## config.mk

```make
export PLATFORM = sky130hd
export DESIGN_NAME = vga_timing_gen_flat
export DESIGN_NICKNAME = d
export VERILOG_FILES = /design/src/rtl/vga_timing_if.sv /design/src/rtl/vga_timing_gen.sv /design/src/flat_wrapper.sv
export SDC_FILE = /design/constraint.sdc
export NUM_CORES = 1
export LEC_CHECK = 0
export ABC_CLOCK_PERIOD_IN_PS = 4500
export BUFFER_PORTS_ARGS = -buffer_cell sky130_fd_sc_hd__buf_4
export CELL_PAD_IN_SITES_DETAIL_PLACEMENT = 0
export CELL_PAD_IN_SITES_GLOBAL_PLACEMENT = 1
export CORE_ASPECT_RATIO = 2
export CORE_UTILIZATION = 47
export DETAILED_ROUTE_END_ITERATION = 8
export PLACE_DENSITY = 0.86
export SYNTH_ARGS = -nofsm -noshare
export SYNTH_HDL_FRONTEND = slang
export SYNTH_SLANG_ARGS = --single-unit
```

## constraint.sdc

```tcl
create_clock -name clk -period 4.5 [get_ports clk]
set_clock_uncertainty 0.2 [all_clocks]
set_input_delay 0.9 -clock clk [delete_from_list [all_inputs] [get_ports clk]]
set_output_delay 0.9 -clock clk [all_outputs]
set_load 0.03 [all_outputs]
```

## src/rtl/vga_timing_if.sv

```systemverilog
// Pixel-side bundle of the VGA timing generator: pattern controls in,
// sync/enable/coordinate/colour out.
// Contract: there is no backpressure. Every output is a register that
// changes only on a clk edge where pix_ce is high. frame_start and
// line_start are the exception: they are one clk wide.
interface vga_timing_if #(
  parameter int CW = 12
);
  logic [1:0]    mode;
  logic [11:0]   rgb_in;
  logic          pix_ce;
  logic          Hsynq;
  logic          Vsynq;
  logic          de;
  logic [CW-1:0] pixel_x;
  logic [CW-1:0] pixel_y;
  logic          frame_start;
  logic          line_start;
  logic [3:0]    Red;
  logic [3:0]    Green;
  logic [3:0]    Blue;

  // Generator side
  modport master (
    input  mode, rgb_in,
    output pix_ce, Hsynq, Vsynq, de, pixel_x, pixel_y,
           frame_start, line_start, Red, Green, Blue
  );

  // Display / consumer side
  modport slave (
    output mode, rgb_in,
    input  pix_ce, Hsynq, Vsynq, de, pixel_x, pixel_y,
           frame_start, line_start, Red, Green, Blue
  );
endinterface

```

## src/rtl/vga_timing_gen.sv

```systemverilog
// Parametrised VGA timing and test-pattern generator.
// The clock divider produces a one-clk tick every CLK_DIV clocks. The h/v
// counters advance on that tick. All outputs are registered from the
// pre-increment counter values on the same tick, so they stay coherent for
// one (h,v) pair. The CW parameter must match the interface instance and
// must hold H_TOTAL-1 and V_TOTAL-1.
module vga_timing_gen #(
  parameter int CLK_DIV  = 4,
  parameter int H_ACTIVE = 640,
  parameter int H_FP     = 16,
  parameter int H_SYNC   = 96,
  parameter int H_BP     = 48,
  parameter int V_ACTIVE = 480,
  parameter int V_FP     = 10,
  parameter int V_SYNC   = 2,
  parameter int V_BP     = 33,
  parameter bit HS_POL   = 1'b0,
  parameter bit VS_POL   = 1'b0,
  parameter int CW       = 12
) (
  input logic        clk,
  input logic        rst,
  vga_timing_if.master vga
);

  localparam int H_TOTAL = H_ACTIVE + H_FP + H_SYNC + H_BP;
  localparam int V_TOTAL = V_ACTIVE + V_FP + V_SYNC + V_BP;
  localparam int DW      = (CLK_DIV > 1) ? $clog2(CLK_DIV) : 1;
  localparam int BAR_W   = (H_ACTIVE / 8 > 0) ? H_ACTIVE / 8 : 1;

  localparam logic [DW-1:0] DIV_LAST   = DW'(CLK_DIV - 1);
  localparam logic [CW-1:0] H_LAST     = CW'(H_TOTAL - 1);
  localparam logic [CW-1:0] V_LAST     = CW'(V_TOTAL - 1);
  localparam logic [CW-1:0] H_ACT      = CW'(H_ACTIVE);
  localparam logic [CW-1:0] V_ACT      = CW'(V_ACTIVE);
  localparam logic [CW-1:0] H_ACT_LAST = CW'(H_ACTIVE - 1);
  localparam logic [CW-1:0] V_ACT_LAST = CW'(V_ACTIVE - 1);
  localparam logic [CW-1:0] HS_START   = CW'(H_ACTIVE + H_FP);
  localparam logic [CW-1:0] HS_END     = CW'(H_ACTIVE + H_FP + H_SYNC);
  localparam logic [CW-1:0] VS_START   = CW'(V_ACTIVE + V_FP);
  localparam logic [CW-1:0] VS_END     = CW'(V_ACTIVE + V_FP + V_SYNC);

  logic [DW-1:0] div_cnt_q, div_cnt_d;
  logic [CW-1:0] h_cnt_q, h_cnt_d;
  logic [CW-1:0] v_cnt_q, v_cnt_d;
  logic [1:0]    mode_q;
  logic          tick;

  logic          pix_ce_q;
  logic          hs_q, vs_q, de_q;
  logic [CW-1:0] px_q, py_q;
  logic          frame_q, line_q;
  logic [11:0]   rgb_q;

  logic          de_d, hs_d, vs_d, frame_d, line_d;
  logic [1:0]    mode_eff;
  logic [2:0]    bar;
  logic [4:0]    h_lo, v_lo;
  logic [11:0]   rgb_d;

  assign tick = (div_cnt_q == DIV_LAST);

  // Divider and raster counters: next-state values
  always_comb begin
    div_cnt_d = tick ? '0 : div_cnt_q + 1'b1;
    h_cnt_d   = h_cnt_q;
    v_cnt_d   = v_cnt_q;
    if (tick) begin
      if (h_cnt_q == H_LAST) begin
        h_cnt_d = '0;
        v_cnt_d = (v_cnt_q == V_LAST) ? '0 : v_cnt_q + 1'b1;
      end else begin
        h_cnt_d = h_cnt_q + 1'b1;
      end
    end
  end

  // Decode of the current (pre-increment) counter position
  always_comb begin
    de_d    = (h_cnt_q < H_ACT) && (v_cnt_q < V_ACT);
    hs_d    = ((h_cnt_q >= HS_START) && (h_cnt_q < HS_END)) ? HS_POL : ~HS_POL;
    vs_d    = ((v_cnt_q >= VS_START) && (v_cnt_q < VS_END)) ? VS_POL : ~VS_POL;
    line_d  = (h_cnt_q == '0);
    frame_d = (h_cnt_q == '0) && (v_cnt_q == '0);
    // The first pixel of a frame already uses the newly sampled mode
    mode_eff = frame_d ? vga.mode : mode_q;
    // Bar index via a compare chain, so no divider is built
    bar = 3'd0;
    for (int i = 1; i < 8; i++) begin
      if (h_cnt_q >= CW'(i * BAR_W)) bar = 3'(i);
    end
    h_lo  = 5'(h_cnt_q);
    v_lo  = 5'(v_cnt_q);
    rgb_d = 12'h000;
    if (de_d) begin
      case (mode_eff)
        2'd0: rgb_d = 12'hFFF;
        2'd1: rgb_d = {{4{bar[2]}}, {4{bar[1]}}, {4{bar[0]}}};
        2'd2: rgb_d = ((h_lo == 5'd0) || (v_lo == 5'd0) ||
                       (h_cnt_q == H_ACT_LAST) || (v_cnt_q == V_ACT_LAST))
                      ? 12'hFFF : 12'h000;
        default: rgb_d = vga.rgb_in;
      endcase
    end
  end

  // Counter state and the mode latch taken at frame start
  always_ff @(posedge clk or posedge rst) begin
    if (rst) begin
      div_cnt_q <= '0;
      h_cnt_q   <= '0;
      v_cnt_q   <= '0;
      mode_q    <= 2'd0;
    end else begin
      div_cnt_q <= div_cnt_d;
      h_cnt_q   <= h_cnt_d;
      v_cnt_q   <= v_cnt_d;
      if (tick && frame_d) mode_q <= vga.mode;
    end
  end

  // Output registers: load on the tick, strobes drop on the following clk
  always_ff @(posedge clk or posedge rst) begin
    if (rst) begin
      pix_ce_q <= 1'b0;
      hs_q     <= ~HS_POL;
      vs_q     <= ~VS_POL;
      de_q     <= 1'b0;
      px_q     <= '0;
      py_q     <= '0;
      frame_q  <= 1'b0;
      line_q   <= 1'b0;
      rgb_q    <= 12'h000;
    end else begin
      pix_ce_q <= tick;
      frame_q  <= tick & frame_d;
      line_q   <= tick & line_d;
      if (tick) begin
        hs_q  <= hs_d;
        vs_q  <= vs_d;
        de_q  <= de_d;
        px_q  <= h_cnt_q;
        py_q  <= v_cnt_q;
        rgb_q <= rgb_d;
      end
    end
  end

  assign vga.pix_ce      = pix_ce_q;
  assign vga.Hsynq       = hs_q;
  assign vga.Vsynq       = vs_q;
  assign vga.de          = de_q;
  assign vga.pixel_x     = px_q;
  assign vga.pixel_y     = py_q;
  assign vga.frame_start = frame_q;
  assign vga.line_start  = line_q;
  assign vga.Red         = rgb_q[11:8];
  assign vga.Green       = rgb_q[7:4];
  assign vga.Blue        = rgb_q[3:0];

endmodule

```

## src/flat_wrapper.sv

```systemverilog
// flat-port wrapper written by rule: the top's interface ports become plain ports
module vga_timing_gen_flat 
#(
  parameter int CLK_DIV  = 4,
  parameter int H_ACTIVE = 640,
  parameter int H_FP     = 16,
  parameter int H_SYNC   = 96,
  parameter int H_BP     = 48,
  parameter int V_ACTIVE = 480,
  parameter int V_FP     = 10,
  parameter int V_SYNC   = 2,
  parameter int V_BP     = 33,
  parameter bit HS_POL   = 1'b0,
  parameter bit VS_POL   = 1'b0,
  parameter int CW       = 12
)
  (clk, rst, vga_mode, vga_rgb_in, vga_pix_ce, vga_Hsynq, vga_Vsynq, vga_de, vga_pixel_x, vga_pixel_y, vga_frame_start, vga_line_start, vga_Red, vga_Green, vga_Blue);
  vga_timing_if #(.CW(CW)) vga_i ();
  input logic clk;
  input logic rst;
  input wire logic [$bits(vga_i.mode)-1:0] vga_mode;
  input wire logic [$bits(vga_i.rgb_in)-1:0] vga_rgb_in;
  output wire logic [$bits(vga_i.pix_ce)-1:0] vga_pix_ce;
  output wire logic [$bits(vga_i.Hsynq)-1:0] vga_Hsynq;
  output wire logic [$bits(vga_i.Vsynq)-1:0] vga_Vsynq;
  output wire logic [$bits(vga_i.de)-1:0] vga_de;
  output wire logic [$bits(vga_i.pixel_x)-1:0] vga_pixel_x;
  output wire logic [$bits(vga_i.pixel_y)-1:0] vga_pixel_y;
  output wire logic [$bits(vga_i.frame_start)-1:0] vga_frame_start;
  output wire logic [$bits(vga_i.line_start)-1:0] vga_line_start;
  output wire logic [$bits(vga_i.Red)-1:0] vga_Red;
  output wire logic [$bits(vga_i.Green)-1:0] vga_Green;
  output wire logic [$bits(vga_i.Blue)-1:0] vga_Blue;
  assign vga_i.mode = vga_mode;
  assign vga_i.rgb_in = vga_rgb_in;
  assign vga_pix_ce = vga_i.pix_ce;
  assign vga_Hsynq = vga_i.Hsynq;
  assign vga_Vsynq = vga_i.Vsynq;
  assign vga_de = vga_i.de;
  assign vga_pixel_x = vga_i.pixel_x;
  assign vga_pixel_y = vga_i.pixel_y;
  assign vga_frame_start = vga_i.frame_start;
  assign vga_line_start = vga_i.line_start;
  assign vga_Red = vga_i.Red;
  assign vga_Green = vga_i.Green;
  assign vga_Blue = vga_i.Blue;
  vga_timing_gen #(.CLK_DIV(CLK_DIV), .H_ACTIVE(H_ACTIVE), .H_FP(H_FP), .H_SYNC(H_SYNC), .H_BP(H_BP), .V_ACTIVE(V_ACTIVE), .V_FP(V_FP), .V_SYNC(V_SYNC), .V_BP(V_BP), .HS_POL(HS_POL), .VS_POL(VS_POL), .CW(CW)) u_core (.clk(clk), .rst(rst), .vga(vga_i));
endmodule
```

Word-level counts from Yosys, hierarchy flattened:

Cells that the tools add are included.

* $add $sub $neg: 3
* order comparisons: 13
* equality and inequality tests: 7
* mux-type cells: 16
* bitwise logic cells: 2
* reduce and logical (&&, ||, !) cells: 14

Operators by type and width (number)
* greater-or-equal comparator 12 x 9 -> 1 bit, second input constant: 4
* two-way mux 12 bit: 4
* equality test 12 x 10 -> 1 bit, second input constant: 3
* one-hot mux 12 bit (3 select lines): 1
* adder 12 x 1 -> 12 bit, second input constant: 2
* greater-or-equal comparator 12 x 10 -> 1 bit, second input constant: 2
* greater-or-equal comparator 12 x 8 -> 1 bit, second input constant: 2
* zero test 12 bit: 2
* less-than comparator 12 x 10 -> 1 bit, second input constant: 2
* less-than comparator 12 x 9 -> 1 bit, second input constant: 2
* equality test 12 x 9 -> 1 bit, second input constant: 1
* greater-or-equal comparator 12 x 7 -> 1 bit, second input constant: 1
* two-way mux 3 bit: 4
* zero test 5 bit: 2
* two-way mux 2 bit: 4
* logical AND 1 bit: 5
* equality test 2 bit, second input constant: 2
* logical OR 1 bit: 3
* two-way mux 1 bit: 3
* adder 2 x 1 -> 2 bit, second input constant: 1
* AND 1 bit: 2
* equality test 2 x 1 -> 1 bit, second input constant: 1
* zero test 2 bit: 1
* AND reduction 2 bit: 1

* flip-flop bits (word level): 70
* input port bits: 16
* output and inout bits: 42
* logic and storage cells: 68

Depth between registers and ports, before layout:

Gate-level depths: netlist of run 1.

* depth after elaboration: 10
* depth in mapped cells: 9
* gate-level depth less buffers: 8

Worst setup path after synthesis of run 1:

OpenSTA, ideal clock, no wires.

* path kind: input to register
* start point: in vga_mode[1]
* end point: reg u_core.rgb_q[10]
* library setup time: 0.125 ns
* arrival: 2.065 ns
* data required time: 4.175 ns
* path slack: 2.110 ns
* stages on the path: 5
* path buffers: 0
* cells stage by stage: or4b_2 o41ai_1 o2bb2ai_2 o21ai_2 o2bb2ai_1

* word-level cells in the longest chain between the ends: 4
* elaborated cells on any way between the ends: 6
* classes of those cells: eq/ne: 2; mux: 3; reduce/logical: 1

Ends and longest elaborated chain
* from (decl): line flat_wrapper.sv:21 `input wire logic [$bits(vga_i.mode)-1:0] vga_mode;`
* two-way mux 2 bit (*): line vga_timing_gen.sv:86 `mode_eff = frame_d ? vga.mode : mode_q;`
* equality test 2 bit (tied with other cells): line vga_timing_gen.sv:96 `case (mode_eff)`
* one-hot mux 12 bit (3 select lines) (*): line vga_timing_gen.sv:96
* two-way mux 12 bit (*): line vga_timing_gen.sv:95 `if (de_d) begin`
* to (signal assigned): line vga_timing_gen.sv:144 `rgb_q <= rgb_d;`
* to (decl): line vga_timing_gen.sv:53 `logic [11:0] rgb_q;`

Mark *: on every way between the ends. The rest lies on a longest branch, timed or not.
A chain may end at the register's enable or synchronous reset.

Worst setup path after layout of run 1:

* start point: reg u_core.v_cnt_q[1]
* end point: reg u_core.rgb_q[4]

* word-level cells in the longest chain between the ends: 7
* elaborated cells on any way between the ends: 16
* classes of those cells: order compare: 1; eq/ne: 3; mux: 4; reduce/logical: 8

Ends and longest elaborated chain
* from (decl): line vga_timing_gen.sv:45 `logic [CW-1:0] v_cnt_q, v_cnt_d;`
* from (signal assigned): line vga_timing_gen.sv:117 `v_cnt_q <= v_cnt_d;`
* parallel branches: the longest is 6 deep, another holds zero test 12 bit
* two-way mux 12 bit (*): line vga_timing_gen.sv:95

Every way passes the cells marked *.

==> metrics, run 1 <==
cell family with most CP delay=compound AO/OA/AOI/OAI gates; Static Leak=1.86 nW; number of synthesized flops with an enable pin=0; Worst Setup Path Type=flop to flop; Crit. End Element=flop; max-slew violations=0; Worst Hold Class=flop to flop; cts bufs inserted=9; most frequent cell after synthesis=dfrtp_1; Period minus WS final=2.80 ns; number of H-tree levels=3; Crit path arrival time=2.85 ns; Yosys top cell by area=dfrtp_1; Synth cell types=56; WL met2=4180 um; Worst-path clk slew=0.06 ns; die width=62.1 um; total gr overflow=0; crit share post-route=62.1%; Crit path largest cell delay=0.72 ns; sequential share of power=44.7%; Comb power frac=4.7%; PD cells=347 mW/mm^2; Syn Nets=331; crit-path max FO=12; largest net degree at the start of global routing=46; Final Wtd Congestion=0.858; Post-Route Utilization=60.0%; synthesized cell area=0.00339 sq mm; sequential element share of the synthesized area=51.7%; Metal-1 WL=2890 um; Power Total=0.00144 W; initial DRC count=117; top cells by area, synth=dfrtp_1 50%, mux2_2 7.6%, xnor2_1 3.4%; core region area=0.00694 sq mm; VDD IR-drop max=243 uV; RSZ-0062 raised after global routing=no; Antenna Nets Post-Route=0; P_sw=0.000295 W; Seq cells post-synth=70; internal power=0.00115 W; ANT cells=0; die area=0.00758 sq mm; Nets=384; Critical Path Start Type=flop; Final WS setup=1.70 ns; outcome=completed; Skew-Pair Late Insertion Delay=0.33 ns; Top Layer Used=met4; CP Data Required Time=4.55 ns; clk root buf=clkbuf_16; fillers=585; met3 routed wirelength=301 um; number of port buffers=57; ys async rst share=100%; CTS tree=built; Die Y=122 um; CTS Sinks=70; WL final=7560 um; post_cts resized=0; Slew @ Worst Pin=0.969 ns; # hold bufs at CTS=0; vias in the first global route=2436; Clock power frac=50.7%; final setup fails=0; Fmax achieved=358 MHz; antenna violations before repair=0; Vias/cell=5.43; DP HPWL=5420 um; row count=43; Initial Util=48.9%; pre-CTS WS=1.75 ns; proportion of layout cells with a drive suffix above 1=31.3%; first-pass GRT wire length=12200 um; GRT Util Overall=22.9%; DRC Markers=0; slew margin rel.=35.1%; worst path cell trace=inv_1, ha_1, nor4b_1, and3_1, a21oi_1, a31oi_1, nor2_1, o2bb2ai_1; DR pass1 iterations=4; final hold violations=0; mean post-synth cell area=10.9 sq um; WL per Instance=16.5 um; crit path buf inv count=1; Synth top cells by count=68 x dfrtp_1, 27 x nor2_1, 25 x nand2_1; # Max-Cap Violations=0; Critical-path top delay cell=a31oi_1; Post-CTS Repair Setup Buffers=0; worst-case clock buffer depth=2; DR vias=2485; Synth Instances=310; area growth from synthesis to layout=22.8%; synth warn=0; Fin Setup TNS=0 ns; Top FF cell, synth=dfrtp_1; Sw Ratio=20.5%; Synth top area share=50.2%; # IOs=58
[worst reg2reg max path: stages (launching register included)]
cell and delay, ns:
dfrtp_1 0.43, inv_1 0.12, ha_1 0.17, nor4b_1 0.42
and3_1 0.32, a21oi_1 0.09, a31oi_1 0.72, nor2_1 0.08
o2bb2ai_1 0.17
[area by class of cell]
cell class	count	area (sq um)	share of cell area, %
Multi-Input combinational cell	212	1510	36.1
Clock inverter	5	75.1	1.80
Tap cell	90	113	2.70
Timing Repair Buffer	59	443	10.6
Clock buffer	11	233	5.59
Inverter	11	41.3	0.992
Sequential cell	70	1750	42.1
[power by group through the flow]
stage / logic [W] / registers [W] / clock network [W]
floorplan: 0.0000223 / 0.000671 / 0
global placement: 0.0000674 / 0.000655 / 0
detailed placement: 0.0000687 / 0.000655 / 0
CTS: 0.0000688 / 0.000645 / 0.000743
global route: 0.0000742 / 0.000645 / 0.000772
finish: 0.0000672 / 0.000644 / 0.000731
[metal layers]
layer | track usage (%) | vias to the layer above
met2 | 38.2 | 62
met3 | 6.48 | 11
met1 | 25.9 | 1207
met5 | 0 | -
met4 | 10.7 | 0
li1 | - | 1205
[logic make-up after synthesis]
family	synth area share (%)
compound gates	11.2
xor+xnor	3.87
fa+ha+maj	2.14
buf+inv	3.91
flops	51.7
mux	7.64
simple gates	19.5
[stage by stage]
stage               instance area (sq um)  hold slack (ns)  cells
finish                               4160            0.232    458
CTS                                  4160            0.232    458
detailed placement                   3860            0.224    442
global route                         4160            0.258    458
floorplan                            3390            0.203    310
global placement                     3860            0.214    442
[flip-flops by register name (all words and copies together), names as in the netlist]
| signal | count |
|---|---|
| u_core.vga.pix_ce | 1 |
| u_core.h_cnt_q | 12 |
| u_core.rgb_q | 12 |
| u_core.v_cnt_q | 12 |
| u_core.vga.line_start | 1 |
| u_core.vga.de | 1 |
| u_core.mode_q | 2 |
| u_core.div_cnt_q | 2 |
| u_core.vga.pixel_x | 12 |
| u_core.vga.Hsynq | 1 |
| u_core.vga.Vsynq | 1 |
| u_core.vga.pixel_y | 12 |
| u_core.vga.frame_start | 1 |
[path summary, 6_finish.rpt]
path / start / to / slack, ns / depth (start not counted)
setup reg to reg: u_core.v_cnt_q[1] / u_core.rgb_q[4] / 1.70 / 8
max in group asynchronous: rst / u_core.vga.pixel_x[6] / 2.63 / 3
hold / removal: u_core.div_cnt_q[0] / u_core.div_cnt_q[0] / 0.23 / 1
hold reg to reg: u_core.div_cnt_q[0] / u_core.div_cnt_q[0] / 0.23 / 1
min in group asynchronous: rst / u_core.vga.pixel_x[8] / 0.57 / 2
setup / recovery: u_core.v_cnt_q[1] / u_core.rgb_q[4] / 1.70 / 8
[cells in the final DEF, fill, tap and decap left out, drive strengths merged, types with 2 or more instances in the layout]
cell / count
or2: 2
bufinv: 2
nor4b: 5
a21oi: 9
and4: 2
a31oi: 2
ha: 5
o31ai: 4
buf: 59
xor2: 2
mux2: 23
xnor2: 13
o2bb2ai: 13
and2: 4
nand3: 7
nor3: 8
nand4: 6
nor2b: 3
clkinv: 4
nand2b: 3
clkbuf: 11
dfstp: 2
or3: 3
dfrtp: 68
nor3b: 2
nand2: 25
nand3b: 2
o21ai: 21
and3: 5
nor4: 6
inv: 10
nor2: 27
(Power assumes the default switching activity.)
==> inputs of run 2 (changes only) <==
ABC_CLOCK_PERIOD_IN_PS = 2600   (was 4500)
CORE_UTILIZATION = 44   (was 47)
PLACE_DENSITY = 0.82   (was 0.86)
clock period = 2.6 ns   (was 4.5 ns; I/O delays follow)
==> run 2 against run 1 <==
Effect of this change:
- the run now ends with hold timing left
- clock power up 59%
- sequential power is 74% higher
- clock-buffer cell count is the same
- largest cell class unchanged
==> metrics, run 2 (synthesis gave the netlist of run 1 again) <==
outcome=finished with violations; failing checks=hold timing; Slew @ Worst Pin=0.474 ns; worst-case clock buffer depth=2; antenna violations before repair=0; first-pass GRT wire length=13300 um; Worst Hold Class=primary input to asynchronous set/reset pin; Post-CTS Repair Setup Buffers=0; Post-Route Utilization=57.1%; Crit. End Element=flop; Worst Setup Path Type=flop to flop; initial DRC count=125; number of port buffers=57; Critical Path Start Type=flop; slew margin rel.=68.1%; DR pass1 iterations=6; R2R Path End=u_core.rgb_q[6]; Period minus WS final=2.38 ns; CTS tree=built; Worst-path clk slew=0.06 ns; GRT Util Overall=22.5%; Critical-path top delay cell=dfrtp_1; clk root buf=clkbuf_16; Die Y=126 um; crit-path max FO=8; die area=0.00809 sq mm; die width=64.1 um; area growth from synthesis to layout=27.1%; row count=45; DRC Markers=0; most frequent cells in the layout=76 x buf_4, 68 x dfrtp_1, 27 x nor2_1; VDD IR-drop max=421 uV; RSZ-0062 raised after global routing=no; Static Leak=1.95 nW; Vias/cell=5.44; R2R depth=7; largest net degree at the start of global routing=36; CTS Sinks=70; proportion of layout cells with a drive suffix above 1=35.2%; total gr overflow=0; WL final=7990 um; final hold violations=8; crit path buf inv count=1; Final Wtd Congestion=0.862; Skew-Pair Late Insertion Delay=0.34 ns; Fin Setup TNS=0 ns; Crit path arrival time=2.39 ns; most common cell after layout, fill and taps aside=buf_4; hold_ws=-0.00332 ns; max-slew violations=0; final setup fails=0; Worst path depth=7; WL per Instance=16.6 um; Initial Util=45.0%; PD cells=555 mW/mm^2; CP Data Required Time=2.62 ns; Worst Setup SP=u_core.v_cnt_q[5]; Worst setup endpoint=u_core.rgb_q[6]; fillers=686; # Max-Cap Violations=0; crit share post-route=91.4%; vias in the first global route=2666; DP HPWL=6040 um; number of H-tree levels=3; cts bufs inserted=9; core region area=0.00754 sq mm; Power Total=0.00239 W; most frequent CP cell=nor4_1; Antenna Nets Post-Route=0; reg2reg start=u_core.v_cnt_q[5]; Fmax achieved=421 MHz; worst reg2reg setup slack=0.22 ns; cell family with most CP delay=simple AND/OR/NAND/NOR gates; DR vias=2611; ANT cells=0; worst path cell trace=nor4_1, buf_4, nand3_1, nor4_1, o21ai_0, o21ai_2, o2bb2ai_1; Nets=402; # IOs=58; Crit path largest cell delay=0.47 ns
run 2: cell count changes in the layout (fill, tap and decap cells not counted):
cell,previous run,this run
clkbuf_1,2,0
buf_4,59,76
clkinv_2,3,2
buf_12,0,1
clkinv_4,0,1
clkbuf_8,0,2
nor4b_1,4,3
nor4b_4,0,1
clkinvlp_4,0,2
bufinv_16,2,0
run 2: worst min-delay path by stage:
stage / startpoint / to
floorplan: u_core.div_cnt_q[0] / u_core.div_cnt_q[0]
global placement: u_core.div_cnt_q[0] / u_core.div_cnt_q[0]
detailed placement: u_core.div_cnt_q[0] / u_core.div_cnt_q[0]
CTS: rst / u_core.vga.pixel_x[0]
global route: rst / u_core.vga.pixel_y[9]
finish: rst / u_core.vga.pixel_y[9]
run 2: metal layers:
layer  global-route usage (%)  vias up  share of wire [%]  wire length (um)
met1                     23.0     1287                 37              2930
met2                     39.7       59                 56              4500
met5                        0        -                  0                 0
li1                         -     1246                  -                 -
met4                     15.1        0                3.6               289
met3                     4.98       19                3.4               275
run 2: final cells by class:
cell class,count,area [sq um],share of cell area (%)
sequential,70,1750,40.7
multi-input combinational,212,1520,35.3
timing repair buffer,77,591,13.7
clock buffer,11,253,5.86
tap,94,118,2.73
inverter,11,41.3,0.958
clock inverter,5,33.8,0.784
run 2: metrics by stage:
stage / worst slack, ns / cell area [sq um] / cells / hold WS, ns
5_1_grt: 0.0313 / 4310 / 480 / 0.0302
4_1_cts: 0.146 / 4300 / 480 / 0.00487
3_3_place_gp: 0.256 / 4010 / 464 / 0.216
3_5_place_dp: 0.166 / 4010 / 464 / 0.236
2_1_floorplan: 0.115 / 3390 / 310 / 0.203
6_report: 0.224 / 4310 / 480 / -0.00332
run 2: power breakdown:
part / internal, W / switching [W] / leakage [nW]
combinational: 0.0000514 / 0.0000712 / 0.917
sequential: 0.00111 / 0.00000989 / 0.893
clock: 0.000694 / 0.000461 / 0.138
run 2: what timing repair did:
action	4_1_cts	5_1_grt
gates resized for setup	0	2
hold buffers	0	0
setup endpoints to repair	0	12
